$ cat src/rtl/instruction_line_extractor.sv
// Buffers up to two L1I cachelines and streams one 32-bit instruction per cycle
// with its effective address, from the fetch offset to the end of each line.
module instruction_line_extractor #(
  parameter int offsetSize          = 5,
  parameter int indexSize           = 8,
  parameter int tagSize             = 64 - (offsetSize + indexSize),
  parameter int cachelineSizeInBits = (2 ** offsetSize) * 8,
  parameter int instrsPerLine       = 2 ** (offsetSize - 2)
) (
  input  logic                           clock_i,
  input  logic                           reset_i,
  input  logic                           enable_i,
  input  logic [tagSize-1:0]             tag_i,
  input  logic [indexSize-1:0]           index_i,
  input  logic [offsetSize-1:0]          offset_i,
  input  logic [cachelineSizeInBits-1:0] cacheline_i,
  input  logic                           stall_i,
  input  logic                           flush_i,
  output logic                           ready_o,
  output logic [31:0]                    instruction_o,
  output logic [63:0]                    instrAddr_o,
  output logic                           lastInLine_o,
  output logic                           enable_o,
  output logic                           overflow_o
);

  localparam int WordBits = offsetSize - 2;
  localparam logic [WordBits-1:0] LastWord = WordBits'(instrsPerLine - 1);

  logic [tagSize-1:0]             tag_q   [2];
  logic [indexSize-1:0]           index_q [2];
  logic [WordBits-1:0]            start_q [2];
  logic [cachelineSizeInBits-1:0] line_q  [2];

  logic [1:0]          count_q;
  logic                wr_q;
  logic                rd_q;
  logic [WordBits-1:0] ptr_q;
  logic [WordBits-1:0] ptr_d;
  logic [WordBits-1:0] start_in;
  logic                push;
  logic                pop;
  logic                unused_offset_bits;

  // The two low offset bits select a byte within a word and play no part here.
  assign unused_offset_bits = ^offset_i[1:0];
  assign start_in = offset_i[offsetSize-1:2];
  assign ready_o  = (count_q != 2'd2);
  assign push     = enable_i && (count_q != 2'd2);
  assign pop      = !stall_i && (count_q != 2'd0) && (ptr_q == LastWord);

  // The word pointer always tracks the current head entry, so it is reloaded
  // whenever a different entry becomes head (pop, or push into an empty FIFO).
  always_comb begin
    ptr_d = ptr_q;
    if (pop) begin
      if (count_q == 2'd2)
        ptr_d = start_q[~rd_q];
      else if (push)
        ptr_d = start_in;
      else
        ptr_d = '0;
    end else if (!stall_i && (count_q != 2'd0)) begin
      ptr_d = ptr_q + WordBits'(1);
    end else if (push && (count_q == 2'd0)) begin
      ptr_d = start_in;
    end
  end

  always_ff @(posedge clock_i) begin
    if (push) begin
      tag_q[wr_q]   <= tag_i;
      index_q[wr_q] <= index_i;
      start_q[wr_q] <= start_in;
      line_q[wr_q]  <= cacheline_i;
    end
  end

  always_ff @(posedge clock_i) begin
    if (!reset_i) begin
      count_q       <= '0;
      wr_q          <= 1'b0;
      rd_q          <= 1'b0;
      ptr_q         <= '0;
      instruction_o <= '0;
      instrAddr_o   <= '0;
      lastInLine_o  <= 1'b0;
      enable_o      <= 1'b0;
      overflow_o    <= 1'b0;
    end else if (flush_i) begin
      count_q      <= '0;
      wr_q         <= 1'b0;
      rd_q         <= 1'b0;
      ptr_q        <= '0;
      enable_o     <= 1'b0;
      lastInLine_o <= 1'b0;
      overflow_o   <= 1'b0;
    end else begin
      overflow_o <= enable_i && (count_q == 2'd2);
      count_q    <= count_q + {1'b0, push} - {1'b0, pop};
      ptr_q      <= ptr_d;
      if (push)
        wr_q <= ~wr_q;
      if (pop)
        rd_q <= ~rd_q;
      if (!stall_i) begin
        if (count_q != 2'd0) begin
          instruction_o <= line_q[rd_q][int'(ptr_q)*32 +: 32];
          instrAddr_o   <= {tag_q[rd_q], index_q[rd_q], ptr_q, 2'b00};
          lastInLine_o  <= (ptr_q == LastWord);
          enable_o      <= 1'b1;
        end else begin
          enable_o <= 1'b0;
        end
      end
    end
  end

endmodule
$ cat config.mk
export PLATFORM = sky130hd
export DESIGN_NAME = instruction_line_extractor
export DESIGN_NICKNAME = d
export VERILOG_FILES = /design/src/rtl/instruction_line_extractor.sv
export SDC_FILE = /design/constraint.sdc
export NUM_CORES = 1
export LEC_CHECK = 0
export ABC_AREA = 1
export CORE_UTILIZATION = 35
export CTS_CLUSTER_SIZE = 40
export DETAILED_ROUTE_END_ITERATION = 10
export PLACE_DENSITY = 0.65
export SLEW_MARGIN = 20
export SYNTH_ARGS = -nofsm -noshare
export SYNTH_HDL_FRONTEND = slang
export SYNTH_SLANG_ARGS = --single-unit
$ cat constraint.sdc
create_clock -name clock_i -period 28.7 [get_ports clock_i]
set_input_delay 8.61 -clock clock_i [delete_from_list [all_inputs] [get_ports clock_i]]
set_output_delay 8.61 -clock clock_i [all_outputs]
set_load 0.02 [all_outputs]
==> results of run 1 <==
==> where the power goes <==
| part | total, W | internal [W] | switching (W) |
|---|---|---|---|
| clock network | 0.00106 | 0.000625 | 0.000439 |
| logic | 0.000168 | 0.0000716 | 0.0000963 |
| registers | 0.00123 | 0.00122 | 0.0000129 |
==> kinds of logic after synthesis <==
family | after synthesis | share of synthesized area
simple gates | 1282 | 0.1787
flops | 741 | 0.7077
buf+inv | 583 | 0.08032
compound gates | 173 | 0.03137
fa+ha+maj | 3 | 0.001253
xor+xnor | 2 | 0.0005848
other cells | 1 | 0.0001252
==> area by class of cell <==
cell class,instances,area (um^2),area share
Clock buffer,105,2211,0.05832
Tap cell,1134,1419,0.03743
Inverter,438,1658,0.04373
Antenna cell,24,60.06,0.001584
Multi-Input combinational cell,1462,6372,0.1681
Sequential cell,741,21210,0.5596
Clock inverter,51,568.0,0.01498
Timing Repair Buffer,448,4409,0.1163
==> path summary, 6_finish.rpt <==
kind,endpoint,slack [ns],cells after the start
min reg2reg,enable_o,0.47,2
max reg2reg,line_q[1][223],24.49,7
max,line_q[1][223],16.65,6
min,enable_o,0.47,2
==> per-layer routing <==
metal	wire length, um	vias to the layer above	global-route usage
li1	-	9942	-
met2	41080	503	0.3125
met3	5089	148	0.04140
met5	77	-	0
met1	35390	9585	0.2438
met4	3205	12	0.09566
==> per-stage QoR <==
stage	std cells	total power (W)
after floorplan	2786	0.001346
after global placement	4223	0.001421
after detailed placement	4223	0.001425
after CTS	4379	0.002493
after global routing	4397	0.002551
final	4403	0.002465
==> state kept, by name, summed over array words and instances (netlist names), named ones only <==
signal         cells
ptr_q              3
line_q           512
rd_q               1
count_q            2
instruction_o     32
index_q           16
wr_q               1
instrAddr_o       62
overflow_o         1
lastInLine_o       1
tag_q            102
start_q            6
enable_o           1
==> cells in the mapped netlist <==
library cell	n	area share
xor2_1	2	0.00058
a21oi_1	41	0.0068
nand2_1	785	0.098
buf_4	13	0.0033
o21ai_1	46	0.0077
inv_1	434	0.054
nor2_4	1	0.00038
nor2_1	108	0.014
edfxtp_1	636	0.64
o21ai_0	27	0.0045
clkbuf_1	47	0.0059
nor3_1	2	0.00033
clkinv_1	1	0.00013
buf_6	11	0.0041
nand3_1	352	0.059
or2_2	32	0.0067
conb_1	1	0.00013
buf_2	67	0.011
dfxtp_1	105	0.070
ha_1	3	0.0013
buf_1	7	0.00088
inv_4	1	0.00021
inv_2	2	0.00025
a31oi_1	59	0.012
nand2_4	1	0.00038
nand2_2	1	0.00021
==> worst reg2reg max path, cell delays in order (launching register included) <==
cell and delay [ns]:
dfxtp_1 0.33, inv_1 0.06, nand2_1 0.18, nand2_1 0.21, nor2_4 0.63, buf_4 0.71
buf_4 0.74, buf_4 0.89
==> flow_summary.toml, run 1 <==
[flow_run]
max_cap_violations = 0

[floorplanning]
core_area_um2 = 84220
ios = 425
die-area_um2 = 86770
die_h_um = 294.6
chipWidth_um = 294.6
row_count = 106
start_util = 0.3557

[logic_synthesis]
ys_seq_area_frac = 0.7077
synth_cell_type_count = 26
synth_cells = 2785
syn_avg_cell_area_um2 = 10.76
synth_seq_cells = 741
synth-warning-count = 0
syn-cell-area_um2 = 29960

[route]
ant_nets = 0
avgRoutedWirePerCell_um = 19.27
route.detailed.drc = 0
dr_total_vias = 20190
drt-initial-drc-count = 1408
drt_wl_total_um = 84840
vias_per_cell = 4.586
first_pass_iters = 5

[worst_setup_path]
worstPathRequired_ns = 28.95
crit_top_cell = "buf_4"
crit_path_top_delay_cell = "buf_4"
crit_path_start_kind = "input pin"
worstSetupStartpoint = "enable_i"
crit_fanout = 64
crit_type = "in2reg"
cp_cell_sequence = "clkdlybuf4s50_1, nand2_1, nor2_4, buf_4, buf_4, buf_4"
path_buf_inv = 4
crit_family = "buffers and inverters"
r2r-start = "count_q[0]"
max_stage_delay_ns = 0.82
critPathCaptureType = "register"
arrival_ns = 12.30

[global_routing]
antenna_found_initial = 27
grt_pass1_vias = 19750
grt_pass1_wl_um = 123000
grtUsageTotal = 0.1928
grt_max_degree = 97
grt_overflow = 0

[cts]
clkTransAtPathRegs_ns = 0.06
cts_made_buffers = 83
cts_root_buf = "clkbuf_16"
ctsHtreeMaxLevel = 3
cts_sinks = 741
cts_tree = "built"
clk_path_buf_depth = 3
cts-hold-fix-buffers = 0
ctsResizeCount = 0
post_cts.repair.setup_buffers = 0
insertion_delay_ns = 0.64

[timing]
worst_pin_slew_ns = 1.025
setup_tns_ns = 0
slew-limit-headroom = 0.3166
rsz0062_at_grt = "false"
fmax_ghz = 0.08301
finalWorstSetupSlack_ns = 16.65
fin_crit_ns = 12.05
setup_violations = 0
clock_skew_ns = 0.05308
slew_violations = 0
fin_crit_sh = 0.4198
hold_viol = 0
fin_hold_ws_ns = 0.4721

[finish]
layout-drive-gt1-share = 0.06009
final_common_cell = "nand2_1"
area_growth_pct = 26.55
mostFrequentLayoutCells = "nand2_1 (784), edfxtp_1 (636), inv_1 (432), clkdlybuf4s50_1 (419), nand3_1 (352)"
final_nets = 3502
n_fill_cell = 7677
design_area_um2 = 37910
fin_util = 0.4501

[place]
io_buffer_count = 420
place_area_um2 = 35070
pre_cts_slack_ns = 15.89
dpl.hpwl_um = 54610
place_congestion = 0.7650

[power]
p_per_area_nw_per_um2 = 65.02
ir_drop_mv = 0.05777
leakagePower_nw = 15.17

[run_status]
status = "complete, no violations"

[min_path]
min_path_type = "reg2reg"
hp-start = "enable_o"
Power figures use the tool's default switching activity.
==> run 2, diff against run 1 <==
==> constraint.sdc (replaced) <==
create_clock -name clock_i -period 11.9 [get_ports clock_i]
set_input_delay 3.57 -clock clock_i [delete_from_list [all_inputs] [get_ports clock_i]]
set_output_delay 3.57 -clock clock_i [all_outputs]
set_load 0.02 [all_outputs]
==> run 2 against run 1 <==
  * First-iteration DRC count shrank 6.7%
  * Flip-flop and latch count did not move
  * Clock power rose by 130%
  * Critical path depth down 1
  * Register-to-register slack got worse by 17 ns
  * Combinational power up 140%
  * Design area down 0.50%
  * Largest power group unchanged
  * Sequential power increased by 140%
  * Via count fell by 0.12%
  * Routed wire length down 1.6%
  * Power is 140% higher
  * Setup slack got worse by 11 ns
==> flow_summary.toml, run 2 (synthesized netlist as in run 1, its figures left out) <==
[run_status]
status = "complete, no violations"

[power]
p_comb_frac = 0.069
swShare = 0.2222
p_int_w = 0.004540
seq_power_share = 0.509
p_per_area_nw_per_um2 = 154.7
ir_drop_mv = 0.1506
pwr-share-clk = 0.421
p_sw_w = 0.001297
leakagePower_nw = 15.09
p_total_w = 0.005837

[worst_setup_path]
critPathCaptureType = "register"
arrival_ns = 6.31
crit_type = "in2reg"
crit_fanout = 61
worstPathRequired_ns = 12.14
crit_path_start_kind = "input pin"

[place]
io_buffer_count = 420
pre_cts_slack_ns = 5.118
dpl.hpwl_um = 52680
place_congestion = 0.7673
place_area_um2 = 35080

[floorplanning]
die_h_um = 294.6
die-area_um2 = 86770
core_area_um2 = 84220
chipWidth_um = 294.6
ios = 425
row_count = 106
start_util = 0.3557

[route]
route.detailed.drc = 0
first_pass_iters = 5
avgRoutedWirePerCell_um = 19.06
dr_total_vias = 20170
vias_per_cell = 4.604
drt-initial-drc-count = 1313
drt_wl_total_um = 83480
ant_nets = 0

[finish]
final_common_cell = "nand2_1"
fin_util = 0.4479
mostFrequentLayoutCells = "nand2_1 (784), edfxtp_1 (636), inv_1 (432), clkdlybuf4s50_1 (419), nand3_1 (352)"
top_register = "line_q"
layout-drive-gt1-share = 0.05690
area_growth_pct = 25.91
n_fill_cell = 7699
final_nets = 3495
design_area_um2 = 37720
reg_top3 = "line_q: 512 flops, tag_q: 102 flops, instrAddr_o: 62 flops"
largest_reg_flops = 512

[timing]
clock_skew_ns = 0.01871
rsz0062_at_grt = "false"
fin_crit_sh = 0.5101
fin_crit_ns = 6.070
hold_viol = 0
finalWorstSetupSlack_ns = 5.830
setup_violations = 0
worst_pin_slew_ns = 1.034
fmax_ghz = 0.1647
slew_violations = 0
setup_tns_ns = 0
slew-limit-headroom = 0.3107

[cts]
clkTransAtPathRegs_ns = 0.06
clk_path_buf_depth = 3
cts_tree = "built"
insertion_delay_ns = 0.63
post_cts.repair.setup_buffers = 0
ctsHtreeMaxLevel = 3
cts_made_buffers = 80
cts_sinks = 741
ctsResizeCount = 0
cts_root_buf = "clkbuf_16"
cts-hold-fix-buffers = 0

[global_routing]
grt_pass1_vias = 19680
grtUsageTotal = 0.1906
grt_pass1_wl_um = 122200
antenna_found_initial = 21
grt_max_degree = 172
grt_overflow = 0

[flow_run]
max_cap_violations = 0

[min_path]
min_path_type = "reg2reg"
==> run 2: changes by cell type in the layout (fill, tap and decap cells not counted), moves of 3 or more <==
cell	change
buf_12	+3
buf_4	-7
clkbuf_1	+9
clkbuf_16	-4
clkinv_1	-9
diode_2	-12
==> run 2: critical path, stage by stage <==
cell             delay (ns)
clkdlybuf4s50_1        0.49
nand2_1                0.17
nor2_4                 0.56
buf_4                  0.64
buf_4                  0.81
==> run 2: worst paths after layout <==
path | depth (start not counted) | endpoint | start | slack, ns
worst max-delay path | 5 | line_q[0][222] | enable_i | 5.83
worst min-delay path | 2 | enable_o | enable_o | 0.48
worst max register to register | 8 | instruction_o[1] | register | 7.95
worst min register to register | 2 | enable_o | enable_o | 0.48
==> run 2: layer usage <==
layer  up-vias  share of wire  global-route usage
met4        16          0.030             0.07431
met2       567           0.49              0.3190
met5         -         0.0012                   0
met3       133          0.064             0.03567
li1       9906              -                   -
met1      9543           0.41              0.2435
==> run 2: area by class of cell <==
type / instances / area (um^2) / share of cell area
Sequential cell: 741 / 21210 / 0.5624
Multi-Input combinational cell: 1462 / 6372 / 0.1689
Timing Repair Buffer: 444 / 4417 / 0.1171
Clock buffer: 112 / 2172 / 0.05759
Inverter: 438 / 1655 / 0.04389
Tap cell: 1134 / 1419 / 0.03762
Clock inverter: 37 / 440.4 / 0.01168
Antenna cell: 12 / 30.03 / 0.0007961
==> run 2: power by group through the flow <==
stage / combinational (W) / sequential [W] / clock, W
after floorplan: 0.000169 / 0.00306 / 0
after global placement: 0.000404 / 0.00302 / 0
after detailed placement: 0.000411 / 0.00303 / 0
after CTS: 0.000413 / 0.00297 / 0.00253
after global routing: 0.000444 / 0.00298 / 0.00263
final: 0.000405 / 0.00297 / 0.00246
==> run 2: stage by stage <==
step	hold WS (ns)	instances
4_1_cts	0.4781	4368
3_3_place_gp	0.4636	4219
3_5_place_dp	0.4582	4219
5_1_grt	0.5117	4378
2_1_floorplan	0.5110	2786
6_report	0.4766	4380
